[config.mk]
export PLATFORM = sky130hd
export DESIGN_NAME = decoder_sweep_ctrl
export DESIGN_NICKNAME = d
export VERILOG_FILES = /design/src/rtl/decoder_sweep_ctrl.sv
export SDC_FILE = /design/constraint.sdc
export NUM_CORES = 1
export LEC_CHECK = 0
export CAP_MARGIN = 20
export CELL_PAD_IN_SITES_DETAIL_PLACEMENT = 1
export CELL_PAD_IN_SITES_GLOBAL_PLACEMENT = 1
export CORE_UTILIZATION = 48
export CTS_BUF_LIST = sky130_fd_sc_hd__clkbuf_4 sky130_fd_sc_hd__clkbuf_8
export DETAILED_ROUTE_END_ITERATION = 8
export GPL_ROUTABILITY_DRIVEN = 1
export PLACE_DENSITY_LB_ADDON = 0.1
export SYNTH_ARGS = -nofsm -noshare
export SYNTH_HDL_FRONTEND = slang
export SYNTH_SLANG_ARGS = --single-unit
[constraint.sdc]
create_clock -name clk -period 4.64 [get_ports clk]
set_input_delay 0.928 -clock clk [delete_from_list [all_inputs] [get_ports clk]]
set_output_delay 0.928 -clock clk [all_outputs]
set_load 0.05 [all_outputs]
[src/rtl/decoder_sweep_ctrl.sv]
// One-hot LED decoder with registered output; index comes from the switches
// (direct mode) or from a prescaled up/down/ping-pong sweep sequencer.
module decoder_sweep_ctrl #(
  parameter  int unsigned SEL_W    = 4,
  parameter  int unsigned PRESCALE = 50_000_000,
  localparam int unsigned OUT_W    = 2 ** SEL_W
) (
  input  logic             clk,
  input  logic             rst_n,
  input  logic [SEL_W-1:0] SW,
  input  logic             enable,
  input  logic [1:0]       mode,
  output logic [OUT_W-1:0] LED,
  output logic [SEL_W-1:0] idx,
  output logic             tick
);

  localparam int unsigned PCNT_W = (PRESCALE > 1) ? $clog2(PRESCALE) : 1;
  localparam logic [PCNT_W-1:0] PCNT_LAST = PCNT_W'(PRESCALE - 1);
  localparam logic [SEL_W-1:0]  IDX_MAX   = '1;

  localparam logic [1:0] MODE_DIRECT = 2'b00;
  localparam logic [1:0] MODE_UP     = 2'b01;
  localparam logic [1:0] MODE_DOWN   = 2'b10;
  localparam logic [1:0] MODE_PING   = 2'b11;

  logic [1:0]        mode_q;
  logic              dir;
  logic [PCNT_W-1:0] pcnt;

  logic [SEL_W-1:0]  idx_n, step_idx;
  logic [PCNT_W-1:0] pcnt_n;
  logic              dir_n, step_dir, tick_n;
  logic [OUT_W-1:0]  led_n;

  // State register; LED register holds the sampled enable applied to idx.
  always_ff @(posedge clk or negedge rst_n) begin
    if (!rst_n) begin
      idx    <= '0;
      mode_q <= MODE_DIRECT;
      dir    <= 1'b0;
      pcnt   <= '0;
      tick   <= 1'b0;
      LED    <= '0;
    end else begin
      idx    <= idx_n;
      mode_q <= mode;
      dir    <= dir_n;
      pcnt   <= pcnt_n;
      tick   <= tick_n;
      LED    <= led_n;
    end
  end

  // Index the sweep would move to on a step in the current mode.
  always_comb begin
    step_idx = idx;
    step_dir = dir;
    case (mode)
      MODE_UP:   step_idx = idx + SEL_W'(1);
      MODE_DOWN: step_idx = idx - SEL_W'(1);
      MODE_PING: begin
        if (!dir) begin
          if (idx == IDX_MAX) begin
            step_dir = 1'b1;
            step_idx = idx - SEL_W'(1);
          end else begin
            step_idx = idx + SEL_W'(1);
          end
        end else begin
          if (idx == '0) begin
            step_dir = 1'b0;
            step_idx = idx + SEL_W'(1);
          end else begin
            step_idx = idx - SEL_W'(1);
          end
        end
      end
      default: ;
    endcase
  end

  // Next state: a mode change restarts the prescaler and outranks a due step.
  always_comb begin
    idx_n  = idx;
    pcnt_n = pcnt;
    dir_n  = dir;
    tick_n = 1'b0;
    if (mode != mode_q) begin
      pcnt_n = '0;
      dir_n  = 1'b0;
      if (mode == MODE_DIRECT) idx_n = SW;
    end else if (mode == MODE_DIRECT) begin
      idx_n  = SW;
      pcnt_n = '0;
    end else if (enable) begin
      if (pcnt == PCNT_LAST) begin
        pcnt_n = '0;
        tick_n = 1'b1;
        idx_n  = step_idx;
        dir_n  = step_dir;
      end else begin
        pcnt_n = pcnt + PCNT_W'(1);
      end
    end
  end

  // Registered one-hot decode of the next index, blanked by enable.
  always_comb begin
    led_n = '0;
    if (enable) led_n = OUT_W'(1) << idx_n;
  end

endmodule

==> results.md, run 1 <==
- Max stage delay on crit path: 0.62 ns
- Share of layout cells above drive strength 1: 0.0820
- Placed cells: 367
- Syn avg cell area: 9.63 sq um
- Clock power share: 0.301
- Chip Width: 76.3 microns
- Post-DP HPWL: 4.56 mm
- Largest net degree at the start of global routing: 51
- Largest family of logic cells by synthesized area: simple AND/OR/NAND/NOR gates
- Reg power frac: 0.510
- Worst-margin pin slew: 0.924 ns
- GRT Overall Usage: 0.239
- Final Max Slew Viols: 0
- Top cell type's share of synthesized area: 0.472
- Routability cong.: 0.820
- DIE AREA: 5820 sq um
- Worst-skew pair later-pin latency: 0.31 ns
- Synth Flop Type: dfrtp_1
- WP data required: 4.83 ns
- Synth Area in XOR/XNOR: 0.0529
- Yosys top cell by area: dfrtp_1
- CTS buffer count: 5
- Max stage delay cell, worst path: clkdlybuf4s50_1
- Reg area: 1250 sq um
- DRT iter0 DRCs: 83
- Final worst path period share: 0.709
- Flop2flop setup slack: 1.63 ns
- Synth Area in Compound Gates: 0.133
- Max rail drop VDD: 151 uV
- Synthesis-to-layout area growth: 16.3%
- Hold depth: 2
- Post-DR vias/cell: 5.89
- Final setup TNS: 0 ns
- Post-Place Setup Slack: 1.04 ns
- Port buffer count: 29
- Post-synthesis cell area: 2650 sq um
- Core area: 5200 sq um
- Postcts setup bufs: 0
- Clk slew on worst S/H paths: 0.11 ns
- Final WL: 6.45 mm
- Number of synthesized register bits: 50
- Final hold vios: 0
- CTS tree: built
- Post-synthesis cell count: 275
- Die Span Y: 76.3 microns
- Hold Buf Count CTS: 0
- Worst R2R End: LED[12]
- Fin cells: 375
- Library cells used by synthesis: 53
- Total power: 0.904 mW
- R2r worst-path depth: 7
- Post-Synth Simple-Gate Area: 0.275
- Initial antenna violation count: 0
- Crit. Startpoint: mode[1]
- CP top delay family: buffers and inverters
- Routed Antenna Nets: 0
- Post-synth ARST share: 1.00
- Power per cell area: 293 nW/um^2
- EDFF count, synth: 0
- Top cells by count, synth: dfrtp_1, nor2_1, nand2_1
- Maximum clock path buffer count: 2
- Post-synthesis mux area share: 0.0113
- Lkg Pwr: 1.33 nW
- Initial Util: 0.509
- GR Overflow Total: 0
- Fin Hold WS: 0.526 ns
- Seq/Total Area, Yosys: 0.472
- Most common cell in the netlist: dfrtp_1
- CP endpoint: LED[12]
- Final setup fails: 0
- Vias in the first global route: 2238
- Slew headroom: 0.381
- # Max-Cap Violations: 0
- Syn. warnings: 0
- CP Max Fanout: 13
- I/O pins: 30
- Clock sinks: 50
- Sw Share: 0.320
- H-tree depth: 2
- Crit path buffers/inverters: 2
- ANT cells: 0
- Crit. End Element: flop
- Levels on crit path: 8
- Vias post-DR: 2208
- Drt drc: 0
- Top post-synthesis cells by area: dfrtp_1, o21ai_0, xor2_1
- Gates resized, CTS repair: 0
- Drt wl/cell: 17.2 microns
- Synth Net Count: 288
- Row count: 26
- Worst hold path type: flop to flop
- Part of the power in combinational logic: 0.189
- Min Clock Period, post-route: 3.29 ns
- Internal power: 0.614 mW
- Sw power: 0.290 mW
- Global-route wire length before repair: 11.0 mm
- Final Skew: 0.0132 ns
- Outcome: finished, final reports clean
- Critical Path, Cell by Cell: clkdlybuf4s50_1, xor2_1, nor2_1, nand4_2, xnor2_1, o21a_1, clkinv_1, nor4_1
- Post-Synth Adder-Cell Area: 0.0189
- Crit start category: primary input
- Reg2Reg Launch Point: pcnt[7]
- Nets: 317
- Worst Path Arrival: 3.48 ns
- Filler cells: 595
- First drt pass iteration count: 4
- Area of the multi-input gates: 1300 sq um
- Fmax: 304 MHz
- Final worst setup slack: 1.35 ns
- Root Driver: clkbuf_8
- Worst setup path class: primary input to flop
- RSZ-0062 raised after global routing: no
[layout make-up]
class                           count  share of cell area
Multi-Input combinational cell    206               0.423
Sequential cell                    50               0.406
Inverter                            9              0.0110
Clock inverter                      3             0.00934
Timing Repair Buffer               32              0.0999
Tap cell                           70              0.0284
Clock buffer                        5              0.0223
[state kept, by name, indices dropped and copies added (netlist names)]
signal and count:
LED 16, dir 1, idx 4, mode_q 2, pcnt 26, tick 1
[stage by stage]
| step | cell area (sq um) | utilization |
|---|---|---|
| 2_1_floorplan | 2650 | - |
| 3_3_place_gp | 2980 | 0.573 |
| 3_5_place_dp | 2980 | 0.573 |
| 4_1_cts | 3080 | 0.592 |
| 5_1_grt | 3080 | 0.592 |
| 6_report | 3080 | 0.592 |
[logic make-up (layout without fill, tap and decap cells)]
group / count (synthesis) / after routing
xor gates and xnor gates: 16 / 16
adders and majority gates: 4 / 4
AOI/OAI and AO/OA: 57 / 57
buffers and inverters: 19 / 49
muxes: 3 / 3
DFF: 50 / 50
and+or+nand+nor: 126 / 126
[worst reg2reg max path: stages (launching register included)]
cell,delay [ns]
dfrtp_1,0.48
or4_4,0.60
nor4_4,0.30
nand4_2,0.21
xnor2_1,0.18
o21a_1,0.34
clkinv_1,0.34
nor4_1,0.43
[per-layer routing]
layer	track usage	part of all wire	vias up
met2	0.409	0.50	38
met3	0.0359	0.025	11
li1	-	-	1065
met5	0	0	-
met4	0.0827	0.016	0
met1	0.309	0.46	1094
[worst min-delay path by stage]
| stage | from | end | slack [ns] |
|---|---|---|---|
| after floorplan | pcnt[1] | pcnt[1] | 0.47 |
| after global placement | pcnt[1] | pcnt[1] | 0.49 |
| after detailed placement | pcnt[1] | pcnt[1] | 0.52 |
| after CTS | pcnt[24] | pcnt[24] | 0.54 |
| after global routing | pcnt[25] | pcnt[25] | 0.57 |
| final | pcnt[1] | pcnt[1] | 0.53 |
[cells in the final DEF (no fill, tap or decap), types with 2 or more instances in the layout]
cell and instances:
nand3_1 19, inv_1 7, nor4_1 10, clkbuf_8 5
nor4b_1 4, and2_1 3, o31ai_1 4, clkinv_4 2
o21ai_0 21, nand2_1 22, a21o_1 5, and3_1 4
a21oi_1 13, clkdlybuf4s50_1 28, o22ai_1 2, nor3_1 7
nand3b_1 2, nand4_1 9, ha_1 4, and4_1 4
buf_4 3, xor2_1 12, or2_2 2, mux2i_1 3
dfrtp_1 50, o211ai_1 2, xnor2_1 4, nor2_1 26
[power groups by stage]
stage                     combinational [mW]  clock, mW  sequential (mW)
after floorplan                       0.0848          0            0.501
after global placement                 0.166          0            0.469
after detailed placement               0.171          0            0.469
after CTS                              0.172      0.280            0.461
after global routing                   0.186      0.294            0.463
final                                  0.171      0.272            0.461
Power figures use the tool's default switching activity.
==> inputs of run 2 (changes only) <==
Settings changed: CORE_UTILIZATION 48 to 45.
Clock period 4.64 ns to 3.4 ns, I/O delays scaled along.
==> results.md, run 2 (synthesis gave the netlist of run 1 again) <==
- Max reg flops: 26 (unchanged)
- Initial antenna violation count: 0 (unchanged)
- Post-DP HPWL: 4.82 mm (+5.5%)
- Final WL: 6.71 mm (+4.1%)
- Final worst path period share: 0.850
- Drt wl/cell: 17.6 microns (+2.2%)
- Largest net degree at the start of global routing: 30 (-41%)
- Final setup fails: 0 (unchanged)
- CTS buffer count: 5 (unchanged)
- Most flops, register: pcnt
- Crit start category: flop
- # Max-Cap Violations: 0 (unchanged)
- Flop2flop setup slack: 0.51 ns (-1.12 ns)
- Final Max Slew Viols: 0 (unchanged)
- Postcts setup bufs: 0 (unchanged)
- Nets: 322 (+1.6%)
- Final setup TNS: 0 ns (unchanged)
- Min Clock Period, post-route: 2.89 ns
- Filler cells: 649 (+9.1%)
- Global-route wire length before repair: 11.6 mm (+5.0%)
- H-tree depth: 2 (unchanged)
- Maximum clock path buffer count: 2 (unchanged)
- Lkg Pwr: 1.35 nW (+1.8%)
- Vias in the first global route: 2347 (+4.9%)
- DIE AREA: 6200 sq um (+6.5%)
- Post-DR vias/cell: 5.81 (-1.4%)
- Fmax: 346 MHz
- CP Max Fanout: 9 (-4)
- Row count: 27 (+3.8%)
- DRT iter0 DRCs: 70 (-16%)
- Worst hold path type: primary input to asynchronous set/reset pin
- Outcome: finished, final reports clean
- Gates resized, CTS repair: 0 (unchanged)
- Die Span Y: 78.7 microns (+3.2%)
- Drt drc: 0 (unchanged)
- ANT cells: 0 (unchanged)
- Crit. End Element: flop
- Synthesis-to-layout area growth: 17.8%
- Fin cells: 382 (+1.9%)
- Slew headroom: 0.508 (+0.127)
- Initial Util: 0.475 (-0.0337)
- Clock sinks: 50 (unchanged)
- Hold Buf Count CTS: 0 (unchanged)
- Final worst setup slack: 0.510 ns (-0.842 ns)
- Worst-skew pair later-pin latency: 0.31 ns (about the same)
- Final hold vios: 0 (unchanged)
- WP data required: 3.61 ns (-1.22 ns)
- Clk slew on worst S/H paths: 0.10 ns (about the same)
- Routability cong.: 0.808 (-1.5%)
- Top Registers: pcnt (26), LED (16), idx (4)
- Max rail drop VDD: 294 uV (+95%)
- Share of layout cells above drive strength 1: 0.0968 (+0.0148)
- Routed Antenna Nets: 0 (unchanged)
- Worst Path Arrival: 3.10 ns (-0.38 ns)
- GR Overflow Total: 0 (unchanged)
- CTS tree: built
- Core area: 5570 sq um (+7.1%)
- Vias post-DR: 2218 (+0.45%)
- Worst setup path class: flop to flop
- Post-Route Utilization: 0.560 (-0.0320)
- RSZ-0062 raised after global routing: no
- Post-Place Setup Slack: 0.216 ns (-0.829 ns)
- Port buffer count: 29 (unchanged)
- Root Driver: clkbuf_8
- Power per cell area: 399 nW/um^2 (+36%)
- First drt pass iteration count: 4 (unchanged)
- Worst-margin pin slew: 0.731 ns (-0.193 ns)
- GRT Overall Usage: 0.242 (+0.00285)
- Most frequent cells in the layout: dfrtp_1, clkdlybuf4s50_1, nor2_1
- Final Skew: 0.00517 ns (-0.00799 ns)
- Chip Width: 78.7 microns (+3.2%)
- Placed cells: 374 (+1.9%)
- Most common cell after layout, fill and taps aside: dfrtp_1
- I/O pins: 30 (unchanged)
-- run 2: metrics by stage --
step                cell area (sq um)  power, mW  hold slack (ns)
finish                           3120       1.25            0.343
CTS                              3120       1.26            0.357
floorplan                        2650      0.800            0.384
global route                     3120       1.31            0.375
global placement                 3020      0.876            0.488
detailed placement               3020      0.884            0.510
-- run 2: layer usage --
metal / vias to the layer above / track usage / routed length (microns)
met2: 34 / 0.434 / 3430
met1: 1108 / 0.303 / 3070
met3: 7 / 0.0414 / 153
li1: 1069 / - / -
met5: - / 0 / 0
met4: 0 / 0.0574 / 60
-- run 2: critical path: stages (launching register included) --
cell and delay [ns]:
dfrtp_1 0.46, or4_4 0.59, nor4_4 0.34, nand4_2 0.20, xnor2_1 0.18, o21a_1 0.34
clkinv_1 0.32, nor4_1 0.36
-- run 2: final cells by class --
class / instances / area (sq um) / share of cell area
well taps: 72 / 90.1 / 0.0289
flip-flops and latches: 50 / 1250 / 0.401
multi-input cells: 206 / 1300 / 0.417
inverters: 9 / 33.8 / 0.0108
clock inverters: 3 / 28.8 / 0.00922
clock buffers: 5 / 68.8 / 0.0221
repair buffers: 37 / 345 / 0.111
-- run 2: power breakdown --
part | internal [mW] | switching [mW]
clock | 0.153 | 0.222
combinational | 0.0811 | 0.161
sequential | 0.611 | 0.0189
total | 0.845 | 0.402
-- run 2: worst paths after layout --
kind	cells after the start	startpoint	end
max in group asynchronous	2	rst_n	pcnt[18]
worst min-delay path	1	rst_n	dir
worst max-delay path	7	pcnt[7]	LED[12]
worst min register to register	2	pcnt[1]	pcnt[1]
min in group clk	2	pcnt[1]	pcnt[1]
worst max register to register	7	pcnt[7]	LED[12]
